$ cat src/rtl/wb_arbiter.sv
// Writeback arbiter: ALU and LSU results share one register-file write port.
// Fixed LSU priority, with a starvation counter that forces an ALU grant.
module wb_arbiter #(
    parameter int unsigned STARVE_LIMIT = 3
) (
    input  logic        clk,
    input  logic        rst_n,
    input  logic        alu_valid,
    output logic        alu_ready,
    input  logic [3:0]  alu_rd,
    input  logic [31:0] alu_data,
    input  logic        lsu_valid,
    output logic        lsu_ready,
    input  logic [3:0]  lsu_rd,
    input  logic [31:0] lsu_data,
    output logic        rf_we,
    output logic [3:0]  rf_rd,
    output logic [31:0] rf_data,
    output logic [15:0] pend_mask,
    output logic [3:0]  starve_cnt
);

    localparam logic [3:0] LIMIT = 4'(STARVE_LIMIT);

    logic        alu_grant;
    logic        lsu_grant;
    logic        xfer;
    logic [3:0]  win_rd;
    logic [31:0] win_data;
    logic [3:0]  starve_q;

    always_comb begin
        alu_grant = 1'b0;
        lsu_grant = 1'b0;
        if (rst_n) begin
            unique case (1'b1)
                alu_valid && lsu_valid: begin
                    if (starve_q >= LIMIT)
                        alu_grant = 1'b1;
                    else
                        lsu_grant = 1'b1;
                end
                alu_valid && !lsu_valid: alu_grant = 1'b1;
                lsu_valid && !alu_valid: lsu_grant = 1'b1;
                default: ;
            endcase
        end
    end

    assign alu_ready = alu_grant;
    assign lsu_ready = lsu_grant;
    assign xfer      = alu_grant || lsu_grant;
    assign win_rd    = alu_grant ? alu_rd : lsu_rd;
    assign win_data  = alu_grant ? alu_data : lsu_data;

    always_ff @(posedge clk or negedge rst_n) begin
        if (!rst_n) begin
            starve_q <= 4'd0;
            rf_we    <= 1'b0;
            rf_rd    <= 4'd0;
            rf_data  <= 32'd0;
        end else begin
            if (alu_grant || !alu_valid)
                starve_q <= 4'd0;
            else if (lsu_grant && starve_q < LIMIT)
                starve_q <= starve_q + 4'd1;

            // x0 results are accepted but never written
            rf_we <= xfer && (win_rd != 4'd0);
            if (xfer && win_rd != 4'd0) begin
                rf_rd   <= win_rd;
                rf_data <= win_data;
            end
        end
    end

    assign starve_cnt = starve_q;
    assign pend_mask  = rf_we ? (16'd1 << rf_rd) : 16'd0;

endmodule

$ cat config.mk
export PLATFORM = sky130hd
export DESIGN_NAME = wb_arbiter
export DESIGN_NICKNAME = d
export VERILOG_FILES = /design/src/rtl/wb_arbiter.sv
export SDC_FILE = /design/constraint.sdc
export NUM_CORES = 1
export LEC_CHECK = 0
export CAP_MARGIN = 5
export CORE_ASPECT_RATIO = 0.7
export CORE_MARGIN = 10
export CORE_UTILIZATION = 34
export DETAILED_ROUTE_END_ITERATION = 12
export GPL_TIMING_DRIVEN = 0
export PLACE_DENSITY = 0.77
export REMOVE_ABC_BUFFERS = 1
export SLEW_MARGIN = 20
export SYNTH_ARGS = -nofsm -noshare
export SYNTH_HDL_FRONTEND = slang
export SYNTH_SLANG_ARGS = --single-unit
$ cat constraint.sdc
create_clock -name clk -period 2 [get_ports clk]
set_clock_uncertainty 0.15 [all_clocks]
set_input_delay 0.4 -clock clk [delete_from_list [all_inputs] [get_ports clk]]
set_output_delay 0.4 -clock clk [all_outputs]
set_load 0.03 [all_outputs]
# [Yosys cells after proc, flatten, opt, wreduce, memory -nomap -nowiden]
# Index checks and enable logic that the tools add are counted.
[op_classes] shifts=1 muxes=11 add_sub_neg=1 reduce_logical=11 order_cmp=2
[ops] operator="32-bit two-way mux" count=1
[ops] operator="16-bit two-way mux" count=1
[ops] operator="1-bit by 4-bit left shift with 16-bit output, first input constant" count=1
[ops] operator="4-bit two-way mux" count=3
[ops] operator="1-bit logical AND" count=5
[ops] operator="4-bit by 1-bit adder with 4-bit output, second input constant" count=1
[ops] operator="4-bit by 2-bit greater-or-equal comparator with 1-bit output, second input constant" count=1
[ops] operator="4-bit by 2-bit less-than comparator with 1-bit output, second input constant" count=1
[ops] operator="1-bit two-way mux" count=4
[ops] operator="1-bit case mux with 2 select lines" count=2
[ops] operator="4-bit nonzero test" count=1
[ops] operator="1-bit logical NOT" count=2
[ops] operator="1-bit logical OR" count=2
[ops] operator="2-bit nonzero test" count=1
[totals] output_inout_bits=59 register_bits=41 wordCells=30 inputBits=76

# [Longest topological paths before layout]
# Gate-level depths: netlist of run 1.
[logic_depth] word_depth=7 mapped_depth=7 ltp_nobuf=5

# [Worst setup path before layout of run 1]
# No wires, ideal clock.
[synth_timing] path_kind="flip-flop to flip-flop" from="reg starve_q[0] (netlist: starve_cnt[0])" to="reg rf_data[20]" t_arrival_ns=2.045 setup_ns=0.125 period_less_slack_ns=2.320 path_stages_with_launch=7 required_ns=1.725 slack_ns=-0.320 n_path_buf=1 cell_sequence="dfrtp_1 ha_1 nor4b_4 nor2_4 buf_6 mux2_1 mux2_4"
[synth_between] elab_chain_len=7 elab_cells_between_ends=12 cone_classes="order compare: 1; mux: 8; reduce/logical: 3"
[synth_rtl] element="start: declaration" line_no="30" source="logic [3:0] starve_q;"
[synth_rtl] element="start signal: assignment" line_no="66" source="starve_q <= starve_q + 4'd1;"
[synth_rtl] element="4-bit by 2-bit greater-or-equal comparator with 1-bit output (*)" line_no="38" source="if (starve_q >= LIMIT)"
[synth_rtl] element="1-bit two-way mux (*)" line_no="38"
[synth_rtl] element="1-bit case mux with 2 select lines (*)" line_no="36" source="unique case (1'b1)"
[synth_rtl] element="1-bit two-way mux (*)" line_no="35" source="if (rst_n) begin"
[synth_rtl] element="net alu_ready" line_no="9" source="output logic alu_ready,"
[synth_rtl] element="4-bit two-way mux" line_no="53" source="assign win_rd = alu_grant ? alu_rd : lsu_rd;"
[synth_rtl] element="4-bit nonzero test" line_no="70" source="if (xfer && win_rd != 4'd0) begin"
[synth_rtl] element="1-bit logical AND" line_no="70"
[synth_rtl] element="end signal: assignment" line_no="72" source="rf_data <= win_data;"
[synth_rtl] element="end: declaration" line_no="18" source="output logic [31:0] rf_data,"
# The timed path passes the listed nets; every way through them passes the cells marked *.
# A chain may end at the register's enable or synchronous reset.

# [Worst setup path after layout of run 1]
[layout_timing] from="reg starve_q[0] (netlist: starve_cnt[0])" to="out lsu_ready"
[layout_between] elab_chain_len=4
[layout_rtl] element="4-bit by 2-bit greater-or-equal comparator with 1-bit output" line_no="38"
[layout_rtl] element="1-bit two-way mux" line_no="38"
[layout_rtl] element="1-bit case mux with 2 select lines" line_no="36"
[layout_rtl] element="1-bit two-way mux" line_no="35"
[layout_rtl] element="end: declaration" line_no="13" source="output logic lsu_ready,"
# Every way passes these cells.

==> summary.md, run 1 <==
| Metric | Value |
|---|---|
| Post-synthesis sequential area ratio | 44.9% |
| Layout cells sized above 1 | 43.5% |
| PortBufs | 134 |
| Clock sinks | 41 |
| Run status | finished, violations left |
| I/O pin count | 135 |
| Residual DRC | 0 |
| Mapped Area | 2280 um2 |
| Starting Density | 35.9% |
| GRT Util Overall | 15.0% |
| Fillers | 502 |
| # diodes | 0 |
| Comb power frac | 45.9% |
| Critical Path Fanout Max | 2 |
| CTS root buf | clkbuf_8 |
| Mapped Cells | 163 |
| Failing checks | negative setup slack |
| Max VDD drop | 0.000396 V |
| Routed WL | 8280 um |
| RSZ-0062 raised after global routing | yes |
| Largest cells by area after synthesis | dfrtp_1, mux2_4, mux2_2, mux2_1, buf_6 |
| Core ar. | 6370 um2 |
| Slew margin rel. | 37.4% |
| WHS | 166 ps |
| TritonRoute pass-1 iters | 4 |
| Die X | 118 um |
| Nets | 402 |
| Crit path cell chain | ha_2, nor4b_4, buf_4, a21oi_4, nor2b_1, buf_4 |
| Mux cell area share after synthesis | 40.3% |
| H-tree depth | 2 |
| Area occupied by multi-input gates | 1340 um2 |
| Die Height | 88.6 um |
| 1st-iter DRT viols | 47 |
| Synth top area share | 44.9% |
| PwrDens | 687 nW/um2 |
| Post-Synth Adder-Cell Area | 0.548% |
| Total CTS buffers | 5 |
| CP max-delay cell | dfrtp_1 |
| Req. time, crit path | 1450 ps |
| Vias after detailed routing | 1933 |
| Hold Path Origin | rst_n |
| Wirelength per Cell | 20.0 um |
| Setup crit end kind | output port |
| Critical Path Max Stage Delay | 400 ps |
| Synth Area in Compound Gates | 1.48% |
| XOR/XNOR Fraction of Synth Area | 0% |
| Int Power | 1.92 mW |
| Largest net degree at the start of global routing | 22 |
| Hold WC Path Type | in -> reg |
| Worst-Skew Late Latency | 290 ps |
| P_sw | 0.985 mW |
| Tightest Pin Transition | 936 ps |
| Arr. time, crit path | 1620 ps |
| Tcrit/Tclk final | 109% |
| Most area-hungry cell type in the Yosys netlist | dfrtp_1 |
| CTS tree | built |
| Commonest non-fill, non-tap cell in the layout | clkdlybuf4s50_1 |
| Crit. Startpoint | starve_cnt[0] |
| GRT Residual Overflow | 0 |
| Final-report setup violation count | 40 |
| Sequential group share of total power | 36.9% |
| Startpoint types | flop |
| Finished layout cell area | 4230 um2 |
| Most frequent CP cell | buf_4 |
| Synth-to-Final Area Change | 85.1% |
| Layout Utilization | 66.4% |
| Hpwl dp | 5480 um |
| Yosys warnings | 0 |
| Most frequent cells in the layout | clkdlybuf4s50_1, mux2_4, dfrtp_1 |
| Syn Area/Cell | 14.0 um2 |
| Clk slew on worst S/H paths | 80 ps |
| Vias per cell | 4.66 |
| Final Hold Viols | 0 |
| Min cycle time layout | 2170 ps |
| Max clock buf depth | 2 |
| Placed cell areas | 3710 um2 |
| FF-to-FF Start | starve_cnt[0] |
| Max Slew Vio Count | 0 |
| Yosys cell types | 23 |
| Die ar. | 10500 um2 |
| Max Fclk | 0.460 GHz |
| Leakage power | 1.93 nW |
| Vias in the first global route | 2192 |
| Gp weighted congestion | 0.749 |
| Number of synthesized register bits | 41 |
| Clk pwr share | 17.2% |
| # Max-Cap Violations | 0 |
| Rows | 24 |
| Reg area | 1030 um2 |
| Worst setup margin | -174 ps |
| Switching Share | 33.9% |
| Antenna violations before repair | 0 |
| Synth Area in Simple Gates | 8.82% |
| Crit Path Class | reg -> out |
| First-pass GRT wire length | 12500 um |
| Antenna Nets Post-Route | 0 |
| Largest family of logic cells by synthesized area | multiplexers |
## cell families after synthesis
logic type	Yosys count
multiplexers	72
flip-flops	41
AND/OR/NAND/NOR	34
buffers and inverters	10
AO/OA/AOI/OAI	5
adder cells (fa/ha/maj)	1
## per-layer routing
metal  vias up  routed length (um)  GRT usage, %
li1        907                   -             -
met1       942                3710          18.3
met2        80                4010          25.9
met3         4                 523          5.34
met4         0                  41          2.13
met5         -                   0             0
## synth_stat cells
| library cell | n |
|---|---|
| dfrtp_1 | 41 |
| mux2_4 | 29 |
| mux2_2 | 24 |
| mux2_1 | 19 |
| nor2_1 | 12 |
| buf_6 | 7 |
| nand2b_1 | 4 |
| nor3_1 | 4 |
| a21oi_1 | 3 |
| nand3b_1 | 3 |
| inv_1 | 2 |
| nand2_1 | 2 |
| nand3_1 | 2 |
| nor3b_1 | 2 |
| buf_2 | 1 |
| ha_1 | 1 |
| nor2_4 | 1 |
| nor2b_1 | 1 |
| nor4_1 | 1 |
| nor4b_4 | 1 |
| o32a_1 | 1 |
| o41ai_1 | 1 |
| or3b_2 | 1 |
## power groups by stage
stage | Clock (mW) | Combinational, mW | Sequential (mW)
2_1_floorplan | 0 | 0.365 | 1.34
3_3_place_gp | 0 | 1.18 | 1.06
3_5_place_dp | 0 | 1.20 | 1.07
4_1_cts | 0.517 | 1.29 | 1.06
5_1_grt | 0.553 | 1.40 | 1.09
6_report | 0.499 | 1.33 | 1.07
## area by class of cell
cell class | instances | area share, %
clock buffers | 5 | 1.63
repair buffers | 162 | 39.3
flip-flops and latches | 41 | 24.4
multi-input cells | 113 | 31.7
clock inverters | 1 | 0.118
inverters | 2 | 0.178
well taps | 91 | 2.69
## state kept, by name, indices dropped and copies added (netlist names)
signal,count
rf_data,32
rf_rd,4
starve_cnt,4
rf_we,1
## stage by stage
stage               setup WS (ps)  power (mW)  instances  TNS [ps]
finish                       -174        2.90        415     -4850
CTS                          -174        2.87        410     -4560
detailed placement          -1540        2.27        382    -43980
global route                 -295        3.05        415     -8720
floorplan                   -1330        1.70        155    -47320
global placement            -3220        2.25        380   -162620
## timing repair
action,4_1_cts,5_1_grt
resized for setup,127,46
endpoints found under the hold margin,20,0
buffers inserted,18,2
hold buffers,2,0
gates cloned,2,3
pin swaps,8,2
endpoints found under the setup margin,57,58
## critical path, delay by kind of cell (launching register included)
kind	cells	cell delay, ps
AO/OA/AOI/OAI	1	40
flip-flops	1	400
adder cells (fa/ha/maj)	1	190
buffers and inverters	2	360
AND/OR/NAND/NOR	2	340
## worst paths after layout
path	end	slack [ps]	cells after the start
max	lsu_ready	-170	6
min	starve_cnt[3]	170	2
max reg2reg	rf_data[5]	-170	8
min reg2reg	rf_data[6]	360	1
max in group asynchronous	rf_rd[3]	270	3
min in group asynchronous	rf_data[4]	680	2
Power figures use the tool's default switching activity.
==> run 2, diff against run 1 <==
CAP_MARGIN = 40   (was 5)
==> run 2 against run 1 <==
The run still ends with negative setup slack left. Combinational power barely moved. Final area grew 2.5%. Cell count increased by 0.72%. Via count down 0.47%. Register-to-register slack got worse by 90 ps. Setup slack got worse by 94 ps. Sequential cell count unchanged. Non-clock buffer count up 2. Total power is 3.6% higher. Largest power group unchanged. Fmax fell by 4.1%. Clock power grew 19%. Global-route usage decreased by 0.17 points.
==> summary.md, run 2 (synthesized netlist as in run 1, its figures left out) <==
| Metric | Value |
|---|---|
| Run status | finished, violations left (unchanged) |
| Failing checks | negative setup slack (unchanged) |
| Placement Setup Slack | -1210 ps (was -1540 ps) |
| Placed cell areas | 3730 um2 (was 3710 um2) |
| Vias in the first global route | 2130 (was 2192) |
| Antenna Nets Post-Route | 0 (unchanged) |
| Layout Cells excl Fill | 418 (was 415) |
| Layout Utilization | 68.1% (was 66.4%) |
| Die X | 118 um (unchanged) |
| Arr. time, crit path | 2290 ps (was 1620 ps) |
| Crit path cell chain | ha_4, nor4b_4, buf_4, buf_6, nor2_4, buf_16, buf_6, mux2_1, mux2_4 (was ha_2, nor4b_4, buf_4, a21oi_4, nor2b_1, buf_4) |
| Die ar. | 10500 um2 (unchanged) |
| FF-to-FF Start | starve_cnt[0] (unchanged) |
| Setup tns final | -7550 ps (was -4850 ps) |
| # diodes | 0 (unchanged) |
| Core ar. | 6370 um2 (unchanged) |
| Max VDD drop | 0.000325 V (was 0.000396 V) |
| Pwr Total | 3.01 mW (was 2.90 mW) |
| Req. time, crit path | 2020 ps (was 1450 ps) |
| Hpwl dp | 5550 um (was 5480 um) |
| Routed WL | 8020 um (was 8280 um) |
| First-pass GRT wire length | 12300 um (was 12500 um) |
| Top reg by flops | rf_data (unchanged) |
| Hold Path Origin | rst_n (unchanged) |
| Tcrit/Tclk final | 113% (was 109%) |
| Most frequent cells in the layout | clkdlybuf4s50_1, mux2_4, dfrtp_1 (unchanged) |
| Finished layout cell area | 4330 um2 (was 4230 um2) |
| CTS root buf | clkbuf_8 (unchanged) |
| Highest Signal Layer | met4 (unchanged) |
| Worst setup margin | -268 ps (was -174 ps) |
| Nets | 403 (was 402) |
| Rows | 24 (unchanged) |
| # Max-Cap Violations | 0 (unchanged) |
| Layout cells sized above 1 | 41.3% (was 43.5%) |
| Most frequent CP cell | buf_6 (was buf_4) |
| Fillers | 488 (was 502) |
| GRT Util Overall | 14.9% (was 15.0%) |
| Total CTS buffers | 5 (unchanged) |
| Critical Path Max Stage Delay | 430 ps (was 400 ps) |
| Vias after detailed routing | 1924 (was 1933) |
| Crit. Startpoint | starve_cnt[0] (unchanged) |
| Max Fclk | 0.441 GHz (was 0.460 GHz) |
| Clk slew on worst S/H paths | 80 ps (about the same) |
| Synth-to-Final Area Change | 89.6% (was 85.1%) |
| Commonest non-fill, non-tap cell in the layout | clkdlybuf4s50_1 (unchanged) |
| Clock sinks | 41 (unchanged) |
| 1st-iter DRT viols | 42 (was 47) |
| Antenna violations before repair | 0 (unchanged) |
| Final-report setup violation count | 40 (unchanged) |
| Startpoint types | flop (unchanged) |
| Wirelength per Cell | 19.2 um (was 20.0 um) |
| Residual DRC | 0 (unchanged) |
| Cell total after placement | 383 (was 382) |
| Largest net degree at the start of global routing | 22 (unchanged) |
| Largest register FFs | 32 (unchanged) |
| Setup crit end kind | flop (was output port) |
| H-tree depth | 2 (unchanged) |
| Met1 wire length | 3570 um (was 3710 um) |
| WHS | 202 ps (was 166 ps) |
| Crit path max-delay family | multiplexers (was flip-flops) |
| Max Slew Vio Count | 0 (unchanged) |
| TritonRoute pass-1 iters | 4 (unchanged) |
| WP buf/inv | 4 (was 2) |
| Met2 routed WL | 3920 um (was 4010 um) |
| RSZ-0062 raised after global routing | yes (unchanged) |
| Worst-Skew Late Latency | 290 ps (about the same) |
| Tightest Pin Transition | 392 ps (was 936 ps) |
| Critical Path Fanout Max | 6 (was 2) |
| PortBufs | 134 (unchanged) |
| Max clock buf depth | 2 (unchanged) |
| CTS tree | built (unchanged) |
| Final Hold Viols | 0 (unchanged) |
| PwrDens | 694 nW/um2 (was 687 nW/um2) |
| CP max-delay cell | dfrtp_1 (unchanged) |
| Hold WC Path Type | in -> reg (unchanged) |
| Starting Density | 35.9% (unchanged) |
| Gp weighted congestion | 0.749 (unchanged) |
| Crit Path Class | reg -> reg (was reg -> out) |
| Vias per cell | 4.60 (was 4.66) |
| GRT Residual Overflow | 0 (unchanged) |
| WL met3 | 502 um (was 523 um) |
| Slew margin rel. | 73.8% (was 37.4%) |
| Min cycle time layout | 2270 ps (was 2170 ps) |
| Leakage power | 1.96 nW (was 1.93 nW) |
| Die Height | 88.6 um (unchanged) |
| I/O pin count | 135 (unchanged) |
run 2: what timing repair did:
action	in CTS	in global routing
gates cloned	6	0
setup endpoints to repair	57	57
gates resized for setup	115	36
hold endpoints to repair	20	0
pin swaps	7	1
hold buffers	2	0
buffers inserted	18	0
run 2: power breakdown:
group,total (mW),internal [mW],switching [mW]
Clock,0.595,0.312,0.283
Sequential,1.07,0.967,0.100
Combinational,1.35,0.735,0.611
run 2: layer usage:
| layer | vias to the layer above | global-route usage [%] |
|---|---|---|
| met4 | 0 | 2.35 |
| met3 | 5 | 5.34 |
| li1 | 921 | - |
| met2 | 74 | 25.3 |
| met5 | - | 0 |
| met1 | 924 | 18.2 |
run 2: layout make-up:
class	count	area, um2	share of cell area, %
timing repair buffer	164	1800	41.6
tap	91	114	2.63
clock buffer	7	96.3	2.22
sequential	41	1030	23.8
inverter	2	7.51	0.173
clock inverter	1	5.00	0.116
multi-input combinational	112	1280	29.5
run 2: worst paths after layout:
path	cells past startpoint	end	slack [ps]
setup / recovery	9	rf_data[6]	-270
hold / removal	2	starve_cnt[2]	200
setup reg to reg	9	rf_data[6]	-270
hold reg to reg	1	rf_data[6]	360
max in group asynchronous	4	rf_rd[3]	680
min in group asynchronous	2	rf_data[4]	490
==> run 3, diff against run 2 <==
CAP_MARGIN = not set   (was 40)
==> results of run 3 <==
Final layout, timing and power as in run 1 (identical DEF).
